**src/rtl/uart_tx_buffered.sv**
```systemverilog
// 8N1 UART transmitter fed by a valid/ready byte FIFO.
// Bytes are popped into a shift register, so queued writes never touch a frame in flight.
module uart_tx_buffered #(
    parameter int CLOCK_FREQ = 100_000_000,
    parameter int BAUD       = 9600,
    parameter int FIFO_DEPTH = 16,
    parameter int ADDR_W     = 4
) (
    input  logic       clk,
    input  logic       rst,
    input  logic       valid,
    input  logic [7:0] data,
    output logic       ready,
    output logic       dout,
    output logic       busy,
    output logic       overflow
);

    localparam int BAUD_DIV = CLOCK_FREQ / BAUD;
    localparam int CNT_W    = (BAUD_DIV > 1) ? $clog2(BAUD_DIV) : 1;

    localparam logic [CNT_W-1:0]  BAUD_LAST = CNT_W'(BAUD_DIV - 1);
    localparam logic [ADDR_W:0]   FULL_CNT  = (ADDR_W + 1)'(FIFO_DEPTH);

    typedef enum logic [1:0] {
        S_IDLE,
        S_START,
        S_DATA,
        S_STOP
    } state_t;

    logic [7:0]       mem_q [FIFO_DEPTH];
    logic [ADDR_W-1:0] wr_ptr_q, wr_ptr_d;
    logic [ADDR_W-1:0] rd_ptr_q, rd_ptr_d;
    logic [ADDR_W:0]   count_q, count_d;

    state_t           state_q, state_d;
    logic             dout_q, dout_d;
    logic [7:0]       shift_q, shift_d;
    logic [2:0]       bit_idx_q, bit_idx_d;
    logic [CNT_W-1:0] baud_cnt_q, baud_cnt_d;
    logic             overflow_q, overflow_d;

    logic push;
    logic pop;
    logic baud_end;

    assign ready    = (count_q != FULL_CNT);
    assign push     = valid && ready;
    assign baud_end = (baud_cnt_q == BAUD_LAST);

    assign dout     = dout_q;
    assign overflow = overflow_q;
    assign busy     = (state_q != S_IDLE) || (count_q != '0);

    always_ff @(posedge clk) begin
        if (push) begin
            mem_q[wr_ptr_q] <= data;
        end
    end

    always_comb begin
        state_d    = state_q;
        dout_d     = dout_q;
        shift_d    = shift_q;
        bit_idx_d  = bit_idx_q;
        baud_cnt_d = baud_cnt_q;
        pop        = 1'b0;

        unique case (state_q)
            S_IDLE: begin
                dout_d = 1'b1;
                if (count_q != '0) begin
                    pop        = 1'b1;
                    shift_d    = mem_q[rd_ptr_q];
                    dout_d     = 1'b0;
                    baud_cnt_d = '0;
                    state_d    = S_START;
                end
            end
            S_START: begin
                if (baud_end) begin
                    dout_d     = shift_q[0];
                    bit_idx_d  = '0;
                    baud_cnt_d = '0;
                    state_d    = S_DATA;
                end else begin
                    baud_cnt_d = baud_cnt_q + 1'b1;
                end
            end
            S_DATA: begin
                if (baud_end) begin
                    baud_cnt_d = '0;
                    if (bit_idx_q == 3'd7) begin
                        dout_d  = 1'b1;
                        state_d = S_STOP;
                    end else begin
                        shift_d   = shift_q >> 1;
                        dout_d    = shift_q[1];
                        bit_idx_d = bit_idx_q + 1'b1;
                    end
                end else begin
                    baud_cnt_d = baud_cnt_q + 1'b1;
                end
            end
            S_STOP: begin
                if (baud_end) begin
                    baud_cnt_d = '0;
                    state_d    = S_IDLE;
                end else begin
                    baud_cnt_d = baud_cnt_q + 1'b1;
                end
            end
            default: begin
                state_d = S_IDLE;
            end
        endcase
    end

    // Full FIFO rejects a push even when a pop lands on the same edge.
    always_comb begin
        wr_ptr_d   = wr_ptr_q + ADDR_W'(push);
        rd_ptr_d   = rd_ptr_q + ADDR_W'(pop);
        count_d    = count_q + (ADDR_W + 1)'(push) - (ADDR_W + 1)'(pop);
        overflow_d = valid && !ready;
    end

    always_ff @(posedge clk or posedge rst) begin
        if (rst) begin
            wr_ptr_q   <= '0;
            rd_ptr_q   <= '0;
            count_q    <= '0;
            state_q    <= S_IDLE;
            dout_q     <= 1'b1;
            shift_q    <= '0;
            bit_idx_q  <= '0;
            baud_cnt_q <= '0;
            overflow_q <= 1'b0;
        end else begin
            wr_ptr_q   <= wr_ptr_d;
            rd_ptr_q   <= rd_ptr_d;
            count_q    <= count_d;
            state_q    <= state_d;
            dout_q     <= dout_d;
            shift_q    <= shift_d;
            bit_idx_q  <= bit_idx_d;
            baud_cnt_q <= baud_cnt_d;
            overflow_q <= overflow_d;
        end
    end

endmodule

```
**config.mk**
```make
export PLATFORM = sky130hd
export DESIGN_NAME = uart_tx_buffered
export DESIGN_NICKNAME = d
export VERILOG_FILES = /design/src/rtl/uart_tx_buffered.sv
export SDC_FILE = /design/constraint.sdc
export NUM_CORES = 1
export LEC_CHECK = 0
export BUFFER_PORTS_ARGS = -buffer_cell sky130_fd_sc_hd__buf_2
export CORE_UTILIZATION = 52
export CTS_CLUSTER_DIAMETER = 80
export DETAILED_ROUTE_END_ITERATION = 6
export PLACE_DENSITY_LB_ADDON = 0.25
export SLEW_MARGIN = 20
export SYNTH_ARGS = -nofsm -noshare
export SYNTH_HDL_FRONTEND = slang
export SYNTH_SLANG_ARGS = --single-unit
export TNS_END_PERCENT = 5
```
**constraint.sdc**
```tcl
create_clock -name clk -period 2.7 [get_ports clk]
set_input_delay 0.54 -clock clk [delete_from_list [all_inputs] [get_ports clk]]
set_output_delay 0.54 -clock clk [all_outputs]
set_load 0.02 [all_outputs]
```
After elaboration in Yosys (flattened, before gate mapping)
Memory sizes are Yosys's and may differ from the RTL's.
Index checks and enable logic that the tools add are counted.
Widths: inputs -> output; s select.
{"block": "totals", "regBits": 42, "mem_bits_rw": 128, "inputBits": 11, "out_inout_bits": 4, "elab_cells": 69, "n_memories": 1}
{"block": "classes", "n_addsub": 6, "n_eq_ne": 12, "n_mux": 26, "reduce_logical": 15}
{"name": "mem_q", "depth": 16, "width": 8, "read_ports": 1, "rd_clocked_by_memory_dff": 0, "wr": 1, "line_no": "32", "source": "logic [7:0] mem_q [FIFO_DEPTH];"}
{"cell": "$mux 14", "count": 2}
{"cell": "$pmux 14 s2", "count": 1}
{"cell": "$mux 8", "count": 3}
{"cell": "$pmux 8 s2", "count": 1}
{"cell": "$add 14x1->14 const B", "count": 1}
{"cell": "$eq 14x14->1 const B", "count": 1}
{"cell": "$ne 2x2->1 const B", "count": 6}
{"cell": "$mux 2", "count": 5}
{"cell": "$mux 3", "count": 3}
{"cell": "$add 4x1->4", "count": 2}
{"cell": "$mux 1", "count": 8}
{"cell": "$pmux 2 s4", "count": 1}
{"cell": "$reduce_and 4->1", "count": 2}
{"cell": "$pmux 3 s2", "count": 1}
{"cell": "$reduce_bool 2->1", "count": 3}
{"cell": "$add 5x1->5", "count": 1}
{"cell": "$ne 5x5->1 const B", "count": 1}
{"cell": "$reduce_and 5->1", "count": 1}
{"cell": "$reduce_bool 5->1", "count": 1}
{"cell": "$sub 5x1->5", "count": 1}
{"cell": "$eq 2x2->1 const B", "count": 2}
{"cell": "$add 3x1->3 const B", "count": 1}
{"cell": "$eq 3x3->1 const B", "count": 1}
{"cell": "$pmux 1 s3", "count": 1}
{"cell": "other kinds (8)", "count": 9}

Depth between registers and ports, before layout
Gate-level depths: netlist (run 1).
{"block": "depth", "depth_word": 4, "depth_mapped": 14, "ltp_nobuf": 14}

Worst setup path before layout (run 1)
No wires, ideal clock.
{"block": "synth_path", "kind": "reg-to-reg", "start": "register count_q[3]", "end": "register count_q[4]", "t_arrival_ns": 2.298, "required_ns": 2.575, "setup_slack_ns": 0.276, "stages_incl_launch_ff": 15, "path_buffers": 0, "cell_sequence": "dfrtp_1 -> inv_1 -> ha_1 -> nand4bb_1 -> nand2_1 -> ha_1 -> inv_1 -> ha_1 -> inv_1 -> fa_1 -> inv_1 -> a21oi_1 -> nor2_1 -> nor2_1 -> xnor2_1"}
{"block": "synth_between", "elab_chain_cells": 4}
{"element": "from (decl)", "line_no": "35", "source": "logic [ADDR_W:0] count_q, count_d;"}
{"element": "from (signal assigned)", "line_no": "142", "source": "count_q <= count_d;"}
{"element": "$ne 5x5->1", "line_no": "48", "source": "assign ready = (count_q != FULL_CNT);"}
{"element": "net ready", "line_no": "13", "source": "output logic ready,"}
{"element": "$logic_and 1x1->1", "line_no": "49", "source": "assign push = valid && ready;"}
{"element": "$add 5x1->5", "line_no": "124", "source": "count_d = count_q + (ADDR_W + 1)'(push) - (ADDR_W + 1)'(pop);"}
{"element": "$sub 5x1->5", "line_no": "124"}
{"element": "net count_d[4]", "line_no": "35"}
The timed path passes the listed nets, and every way through them passes these cells.
A chain may end at the register's enable or synchronous reset.

Worst setup path after layout (run 1)
{"block": "layout_path", "start": "register count_q[3]", "end": "output port busy"}
{"block": "layout_between", "elab_chain_cells": 2}
{"element": "$reduce_bool 5->1", "line_no": "54", "source": "assign busy = (state_q != S_IDLE) || (count_q != '0);"}
{"element": "$logic_or 1x1->1", "line_no": "54"}
{"element": "to (decl)", "line_no": "15", "source": "output logic busy,"}
Every way passes these cells.

==> impl_metrics.toml, run 1 <==
[hold_path]
worst_hold_path_type = "primary input to asynchronous set/reset pin"

[cts]
root_buffer = "clkbuf_16"
cts_buffers = 17
clkTransAtPathRegs_ps = 70
postCtsSetupRepairBufs = 0
cts.sinks = 170
cts_tree = "built"
hold_buffers = 0
h-tree-depth = 4
clk_path_buf_depth = 2
clk_latency_ps = 430
cts-resized-gates = 0

[routing]
drt-total-wl_um = 13000
ant_nets = 0
top_layer_used = "met4"
wire_per_inst_um = 19.5
via_count = 3788
drt_iter0_markers = 233
met2_length_um = 6760
wl_met3_um = 445
met1_length_um = 5580
viasPerCell = 5.70
dr.pass1.iters = 4
drcViolationCount = 0

[critical_path]
r2r_slack_ps = 260
worst_path_max_delay_cell = "dfrtp_1"
rr_worst_depth = 13
reg2reg_from = "state_q[0]$_DFFE_PP0P_"
criticalPathCategory = "flop to output pin"
crit_path_max_fanout = 7
worst_setup_path_start_kind = "flop"
critPathMaxStageDelay_ps = 400
crit_chain = "inv_1 -> ha_1 -> nor4b_4 -> buf_4 -> and2_0 -> inv_1 -> buf_2"
path_common_cell = "inv_1"
required_ps = 2160
r2r-end = "count_q[4]$_DFF_PP0_"
crit_arrival_ps = 1970
end_kind = "output pin"

[power]
clockPowerShare_pct = 38.6
internal-power_mw = 4.74
swShare_pct = 26.1
p_leak_nw = 3.01
p_per_area_nw_per_um2 = 788
power.switching_mw = 1.67
pwr-share-comb_pct = 11.0
power_frac_seq_pct = 50.4
p_total_mw = 6.41
ir_drop_uv = 615

[floorplan]
start_util_pct = 53.4
core_um2 = 13300
ios = 15
die_w_um = 119
dieArea_um2 = 14100
fp.dieH_um = 119
rows = 42

[global_routing]
antenna_found_initial = 0
track_usage_pct = 20.4
grt-ovfl-total = 0
grt_pass1_vias = 3989
grt_pass1_wl_um = 21100
grt_max_degree = 29

[layout]
fillerInstances = 967
drive_above_1_share_pct = 24.1
antenna_cells = 0
area.growth.synth_to_final_pct = 14.7
num-nets-final = 506
final_area_um2 = 8140

[logic_synthesis]
synth_most_common_cell = "edfxtp_1"
synth-seq-cells = 170
synth_warnings = 0
async_reset_ff_share_pct = 24.7
netlist_area_um2 = 7090
syn_avg_cell_area_um2 = 16.4
synthTopCellsByArea = "edfxtp_1 54%, dfrtp_1 14%, mux4_2 10%"
syn-instance-count = 433
synth_flop_cell = "edfxtp_1"
ys_types = 47
ys_top_cells_by_count = "128 x edfxtp_1, 41 x dfrtp_1, 40 x nor2_1"
synth_edf_count = 128
seq_area_frac_synth_pct = 69.0
syn_nets = 463
synth_top_area_cell = "edfxtp_1"
synth.top_cell.area_share_pct = 54.2

[sta]
grt_setup_unrepaired = "no"
finalHoldViolCount = 0
tightest_slew_ps = 607
fmax_mhz = 398
fin_tns_setup_ps = 0
fin_crit_ps = 2510
holdWs_ps = 178
finalCritPeriodShare_pct = 93.1
setup_viol_count_final = 0
setup_ws_ps = 186
drv_slew = 0
slew_headroom_pct = 59.5
finalClockSkew_ps = 5.36

[flow_run]
drv_cap = 0

[place]
dpl.hpwl_um = 8830
portBuffers = 14
place_area_um2 = 7520
pre_cts_slack_ps = 224
gp_congestion = 0.793

[outcome]
outcome = "finished, final reports clean"
critical path, delay by kind of cell (launching register included):
family | cells | cell delay (ps)
flip-flops | 1 | 400
buffers and inverters | 4 | 600
adder cells (fa/ha/maj) | 1 | 170
AND/OR/NAND/NOR | 2 | 370
cells by family (layout without fill, tap and decap cells):
family          after synthesis  in the layout  share of synthesized area, %
buf+inv                      35             91                          2.10
mux                          35             35                          10.8
simple gates                100            100                          7.16
flops                       170            170                          69.0
compound gates               54             54                          5.03
fa+ha+maj                    19             19                          3.46
xor+xnor                     20             20                          2.47
per-layer routing:
| layer | track usage, % | vias up |
|---|---|---|
| li1 | - | 1745 |
| met1 | 25.6 | 1954 |
| met2 | 34.2 | 74 |
| met3 | 4.78 | 15 |
| met4 | 8.07 | 0 |
| met5 | 0 | - |
layout make-up:
type                            instances  area [um^2]  share of cell area, %
Sequential cell                       170         4900                   60.2
Clock buffer                           17          425                   5.23
Inverter                               18         67.6                  0.830
Tap cell                              176          220                   2.71
Clock inverter                         15          195                   2.40
Timing Repair Buffer                   41          285                   3.50
Multi-Input combinational cell        228         2050                   25.2
sequential cells by signal (all words and copies together) (netlist names):
signal and cells:
baud_cnt_q 14, bit_idx_q 3, shift_q 8, overflow 1, count_q 5, dout 1
wr_ptr_q 4, mem_q 128, state_q 2, rd_ptr_q 4
worst max-delay path by stage:
| stage | from | end | depth (start not counted) |
|---|---|---|---|
| after floorplan | count_q[3]$_DFF_PP0_ | count_q[4]$_DFF_PP0_ | 14 |
| after global placement | count_q[3]$_DFF_PP0_ | count_q[4]$_DFF_PP0_ | 14 |
| after detailed placement | count_q[3]$_DFF_PP0_ | count_q[4]$_DFF_PP0_ | 14 |
| after CTS | count_q[3]$_DFF_PP0_ | busy | 7 |
| after global routing | state_q[0]$_DFFE_PP0P_ | count_q[4]$_DFF_PP0_ | 13 |
| final | count_q[3]$_DFF_PP0_ | busy | 7 |
power by group through the flow:
stage	Combinational (mW)	Clock [mW]	Sequential, mW
after floorplan	0.510	0	3.23
after global placement	0.680	0	3.27
after detailed placement	0.716	0	3.29
after CTS	0.723	2.51	3.23
after global routing	0.789	2.60	3.26
final	0.705	2.47	3.23
placed cells by master, fill, tap and decap left out, types with 14 or more instances in the layout:
master	instances
ha_1	18
nor2_1	40
dfrtp_1	40
a21oi_1	19
inv_1	17
buf_4	26
nand2_1	20
mux4_2	33
edfxtp_1	128
buf_2	14
clkbuf_16	17
through the flow:
step                utilization [%]  instances
global route                   61.2        665
detailed placement             56.6        633
global placement               56.6        633
CTS                            61.2        665
floorplan                         -        433
finish                         61.2        665
No activity file was read; power rests on OpenSTA's default activity.
==> inputs of run 2 (changes only) <==
--- a/config.mk
+++ b/config.mk
@@ -6,6 +6,7 @@
 export NUM_CORES = 1
 export LEC_CHECK = 0
 export BUFFER_PORTS_ARGS = -buffer_cell sky130_fd_sc_hd__buf_2
+export CAP_MARGIN = 20
 export CORE_UTILIZATION = 52
 export CTS_CLUSTER_DIAMETER = 80
 export DETAILED_ROUTE_END_ITERATION = 6
==> constraint.sdc (replaced) <==
create_clock -name clk -period 2.1 [get_ports clk]
set_input_delay 0.42 -clock clk [delete_from_list [all_inputs] [get_ports clk]]
set_output_delay 0.42 -clock clk [all_outputs]
set_load 0.02 [all_outputs]
==> run 2 against run 1 <==
Compared with the run above: the flow now finishes with violations (setup timing); flip-flop and latch count did not move; non-clock buffer count rose by 47; clock-buffer cell count did not move; global-route usage rose by 1.9 points; largest power group unchanged; sequential power rose by 28%; worst hold slack improved by 29 ps.
==> impl_metrics.toml, run 2 (synthesis gave the netlist of run 1 again) <==
[routing]
dr.pass1.iters = 5
wire_per_inst_um = 20.1
ant_nets = 0
drcViolationCount = 0
drt_iter0_markers = 273
viasPerCell = 5.68
drt-total-wl_um = 14300
via_count = 4044

[critical_path]
crit_path_start = "count_q[3]$_DFF_PP0_"
worst_setup_path_start_kind = "flop"
criticalPathCategory = "flop to flop"
required_ps = 2420
endpoint = "count_q[4]$_DFF_PP0_"
crit_path_max_fanout = 2
r2r-end = "count_q[4]$_DFF_PP0_"
rr_worst_depth = 14
end_kind = "flop"
crit_arrival_ps = 2640
reg2reg_from = "count_q[3]$_DFF_PP0_"
r2r_slack_ps = -230

[power]
clockPowerShare_pct = 36.9
p_leak_nw = 3.27
p_per_area_nw_per_um2 = 989
ir_drop_uv = 774
p_total_mw = 8.53
power_frac_seq_pct = 48.6
power.switching_mw = 2.26
pwr-share-comb_pct = 14.4
internal-power_mw = 6.27
swShare_pct = 26.5

[global_routing]
track_usage_pct = 22.3
grt-ovfl-total = 0
grt_pass1_wl_um = 22500
grt_max_degree = 33
grt_pass1_vias = 4189
antenna_found_initial = 0

[layout]
reg_top3 = "mem_q: 128 flops, baud_cnt_q: 14 flops, shift_q: 8 flops"
drive_above_1_share_pct = 34.1
final_cell_mix = "128 x edfxtp_1, 66 x buf_4, 40 x dfrtp_1, 39 x nor2_1, 33 x mux4_2"
largest_register_ffs = 128
area.growth.synth_to_final_pct = 21.5
num-nets-final = 553
largest_register = "mem_q"
antenna_cells = 0
final_common_cell = "edfxtp_1"
fin_cells = 712
final_area_um2 = 8620
fin_util_pct = 64.9

[cts]
cts.sinks = 170
root_buffer = "clkbuf_16"
clk_latency_ps = 430
clk_path_buf_depth = 2
h-tree-depth = 4
cts_buffers = 17
cts_tree = "built"
clkTransAtPathRegs_ps = 70

[flow_run]
drv_cap = 0

[outcome]
violations = "setup timing"
outcome = "finished with violations"

[sta]
finalClockSkew_ps = 6.91
grt_setup_unrepaired = "yes"
fmax_mhz = 430
setup_viol_count_final = 4
fin_crit_ps = 2330
setup_ws_ps = -225
slew_headroom_pct = 64.5
finalHoldViolCount = 0
tightest_slew_ps = 533
drv_slew = 0
finalCritPeriodShare_pct = 111

[floorplan]
core_um2 = 13300
ios = 15
start_util_pct = 53.4
rows = 42
fp.dieH_um = 119
die_w_um = 119
dieArea_um2 = 14100

[hold_path]
worst_hold_path_type = "primary input to flop"

[place]
gp_congestion = 0.797
placedCellCount = 673
dpl.hpwl_um = 9540
place_area_um2 = 7900
portBuffers = 14
run 2: worst max-delay path, cell delays in order, from the launching register on:
cell and delay (ps):
dfrtp_1 390, inv_2 90, ha_4 140, nor4b_4 210, nor2b_2 70, ha_1 280, inv_2 70, ha_4 130
inv_2 40, fa_2 390, inv_2 60, a21oi_2 40, nor2_1 110, nor2_1 60, xnor2_1 120
run 2: power by group through the flow:
stage / clock network (mW) / logic, mW / registers [mW]
after floorplan: 0 / 0.674 / 4.15
after global placement: 0 / 1.07 / 4.19
after detailed placement: 0 / 1.12 / 4.21
after CTS: 3.19 / 1.17 / 4.15
after global routing: 3.34 / 1.34 / 4.18
final: 3.15 / 1.23 / 4.15
run 2: metal layers:
| metal | share of wire (%) | wire (um) | vias up | track usage [%] |
|---|---|---|---|---|
| met1 | 42 | 5950 | 2045 | 27.7 |
| met2 | 50 | 7220 | 123 | 36.9 |
| met3 | 4.6 | 655 | 40 | 5.31 |
| met4 | 3.4 | 484 | 0 | 10.6 |
| li1 | - | - | 1836 | - |
| met5 | 0 | 0 | - | 0 |
run 2: through the flow:
stage          TNS (ps)  setup slack [ps]  hold slack (ps)
2_1_floorplan      -299              -217              464
3_3_place_gp       -202              -159              382
3_5_place_dp       -508              -253              387
4_1_cts            -457              -195              193
5_1_grt           -1040              -337              211
6_report           -518              -225              208
run 2: how the worst min path moves through the flow:
| stage | from | end | slack [ps] | cells past startpoint |
|---|---|---|---|---|
| 3_5_place_dp | rst | overflow$_DFF_PP0_ | 390 | 2 |
| 2_1_floorplan | baud_cnt_q[1]$_DFFE_PP0P_ | baud_cnt_q[1]$_DFFE_PP0P_ | 460 | 2 |
| 6_report | valid | overflow$_DFF_PP0_ | 210 | 3 |
| 3_3_place_gp | rst | overflow$_DFF_PP0_ | 380 | 2 |
| 4_1_cts | valid | overflow$_DFF_PP0_ | 190 | 3 |
| 5_1_grt | valid | overflow$_DFF_PP0_ | 210 | 3 |
run 2: final cells by class:
| type | count | area [um^2] |
|---|---|---|
| Timing Repair Buffer | 88 | 713 |
| Tap cell | 176 | 220 |
| Clock inverter | 15 | 176 |
| Fill cell | 894 | 4670 |
| Clock buffer | 17 | 425 |
| Sequential cell | 170 | 4900 |
| Multi-Input combinational cell | 228 | 2120 |
| Inverter | 18 | 67.6 |
run 2: repair_timing:
item / CTS / global route
hold buffers: 1 / 0
pin swaps: 4 / 5
hold endpoints to repair: 10 / 0
buffers inserted: 3 / 3
resized for setup: 14 / 11
setup endpoints to repair: 9 / 25
==> inputs of run 3 (changes only) <==
--- a/config.mk
+++ b/config.mk
@@ -11,6 +11,7 @@
 export CTS_CLUSTER_DIAMETER = 80
 export DETAILED_ROUTE_END_ITERATION = 6
 export PLACE_DENSITY_LB_ADDON = 0.25
+export SKIP_LAST_GASP = 1
 export SLEW_MARGIN = 20
 export SYNTH_ARGS = -nofsm -noshare
 export SYNTH_HDL_FRONTEND = slang
==> run 3 against run 2 <==
Compared with the run above: die area is the same; worst setup slack lost 6.7 ps; flip-flop and latch count is the same; utilization shrank 0.23 points; combinational power is essentially flat; clock-buffer cell count is the same; final cell count is the same; clock skew grew 3.6 ps; largest cell class unchanged; first-iteration DRC count grew 9.2%; critical path type unchanged; critical path depth is the same; critical endpoint unchanged; clock power is essentially flat; the run still ends with setup timing left; fmax shrank 0.29%.
==> impl_metrics.toml, run 3 (synthesis gave the netlist of run 1 again) <==
[cts]
root_buffer = "clkbuf_16"
cts_tree = "built"
cts_buffers = 17
clk_latency_ps = 430
clkTransAtPathRegs_ps = 70
h-tree-depth = 4
cts.sinks = 170
clk_path_buf_depth = 2

[hold_path]
worst_hold_path_type = "primary input to flop"
whs_path_depth = 3

[critical_path]
crit_arrival_ps = 2640
crit_buf_inv = 4
rr_worst_depth = 14
crit_chain = "inv_2 -> ha_4 -> nor4b_4 -> nor2b_2 -> ha_1 -> inv_2 -> ha_4 -> inv_2 -> fa_2 -> inv_1 -> a21oi_1 -> nor2_1 -> nor2_1 -> xnor2_1"
path_common_cell = "inv_2"
worst_path_max_delay_cell = "dfrtp_1"
required_ps = 2410
r2r_slack_ps = -230
path_depth = 14
end_kind = "flop"
criticalPathCategory = "flop to flop"
crit_path_max_fanout = 2
worst_setup_path_start_kind = "flop"
crit_family = "adder cells"
critPathMaxStageDelay_ps = 390

[layout]
largest_register = "mem_q"
final_cell_mix = "128 x edfxtp_1, 66 x buf_4, 40 x nor2_1, 40 x dfrtp_1, 33 x mux4_2"
final_common_cell = "edfxtp_1"
num-nets-final = 553
area.growth.synth_to_final_pct = 21.1
drive_above_1_share_pct = 32.6
fin_util_pct = 64.6
fin_cells = 712
final_area_um2 = 8590
largest_register_ffs = 128
antenna_cells = 0
reg_top3 = "mem_q: 128 flops, baud_cnt_q: 14 flops, shift_q: 8 flops"

[power]
p_total_mw = 8.48
clockPowerShare_pct = 37.0
pwr-share-comb_pct = 14.1
ir_drop_uv = 775
swShare_pct = 26.1
power_frac_seq_pct = 48.9
internal-power_mw = 6.26
p_leak_nw = 3.27
power.switching_mw = 2.21
p_per_area_nw_per_um2 = 987

[sta]
finalClockSkew_ps = 10.5
tightest_slew_ps = 494
fmax_mhz = 429
slew_headroom_pct = 66.2
grt_setup_unrepaired = "yes"
fin_tns_setup_ps = -575
drv_slew = 0
holdWs_ps = 217
fin_crit_ps = 2330
setup_ws_ps = -232
setup_viol_count_final = 6
finalHoldViolCount = 0
finalCritPeriodShare_pct = 111

[flow_run]
drv_cap = 0

[floorplan]
dieArea_um2 = 14100
die_w_um = 119
ios = 15
rows = 42
fp.dieH_um = 119
start_util_pct = 53.4
core_um2 = 13300

[routing]
wire_per_inst_um = 19.7
via_count = 3971
drt-total-wl_um = 14000
dr.pass1.iters = 4
drt_iter0_markers = 298
drcViolationCount = 0
ant_nets = 0
viasPerCell = 5.58

[global_routing]
grt-ovfl-total = 0
antenna_found_initial = 0
grt_max_degree = 33
grt_pass1_vias = 4186
grt_pass1_wl_um = 22500
track_usage_pct = 22.2

[place]
placedCellCount = 673
gp_congestion = 0.797
pre_cts_slack_ps = -253
portBuffers = 14
place_area_um2 = 7900
dpl.hpwl_um = 9540

[outcome]
violations = "setup timing"
outcome = "finished with violations"
## run 3: cell counts in the layout (fill, tap and decap cells not counted)
No cell type changed its count.
## run 3: routing by layer
layer / share of wire (%) / GRT usage, %
met1: 41 / 27.7
met2: 52 / 36.8
met3: 5.0 / 5.26
met4: 2.6 / 10.6
met5: 0 / 0
## run 3: path summary, 6_finish.rpt
check	startpoint	end
max in group asynchronous	rst	dout$_DFFE_PP1P_
min reg2reg	dout$_DFFE_PP1P_	dout$_DFFE_PP1P_
min	valid	overflow$_DFF_PP0_
min in group asynchronous	rst	overflow$_DFF_PP0_
max reg2reg	count_q[3]$_DFF_PP0_	count_q[4]$_DFF_PP0_
max	count_q[3]$_DFF_PP0_	count_q[4]$_DFF_PP0_
## run 3: final cells by class
type                       count  area (um^2)
sequential                   170         4900
fill                         896         4700
multi-input combinational    228         2090
timing repair buffer          88          713
clock buffer                  17          425
tap                          176          220
clock inverter                15          176
inverter                      18         67.6
## run 3: worst min-delay path, stage by stage
cell,delay (ps)
buf_2,110
inv_1,40
nor2_1,40
## run 3: power by group through the flow
stage	combinational (mW)	clock, mW	sequential (mW)
detailed placement	1.12	0	4.21
finish	1.20	3.13	4.15
global placement	1.07	0	4.19
global route	1.32	3.34	4.18
floorplan	0.674	0	4.15
CTS	1.17	3.19	4.15
## run 3: repair_timing
action,4_1_cts,5_1_grt
buffers inserted,3,3
gates resized for setup,10,4
setup endpoints to repair,9,27
hold endpoints to repair,10,0
pin swaps,1,2
hold buffers,1,0
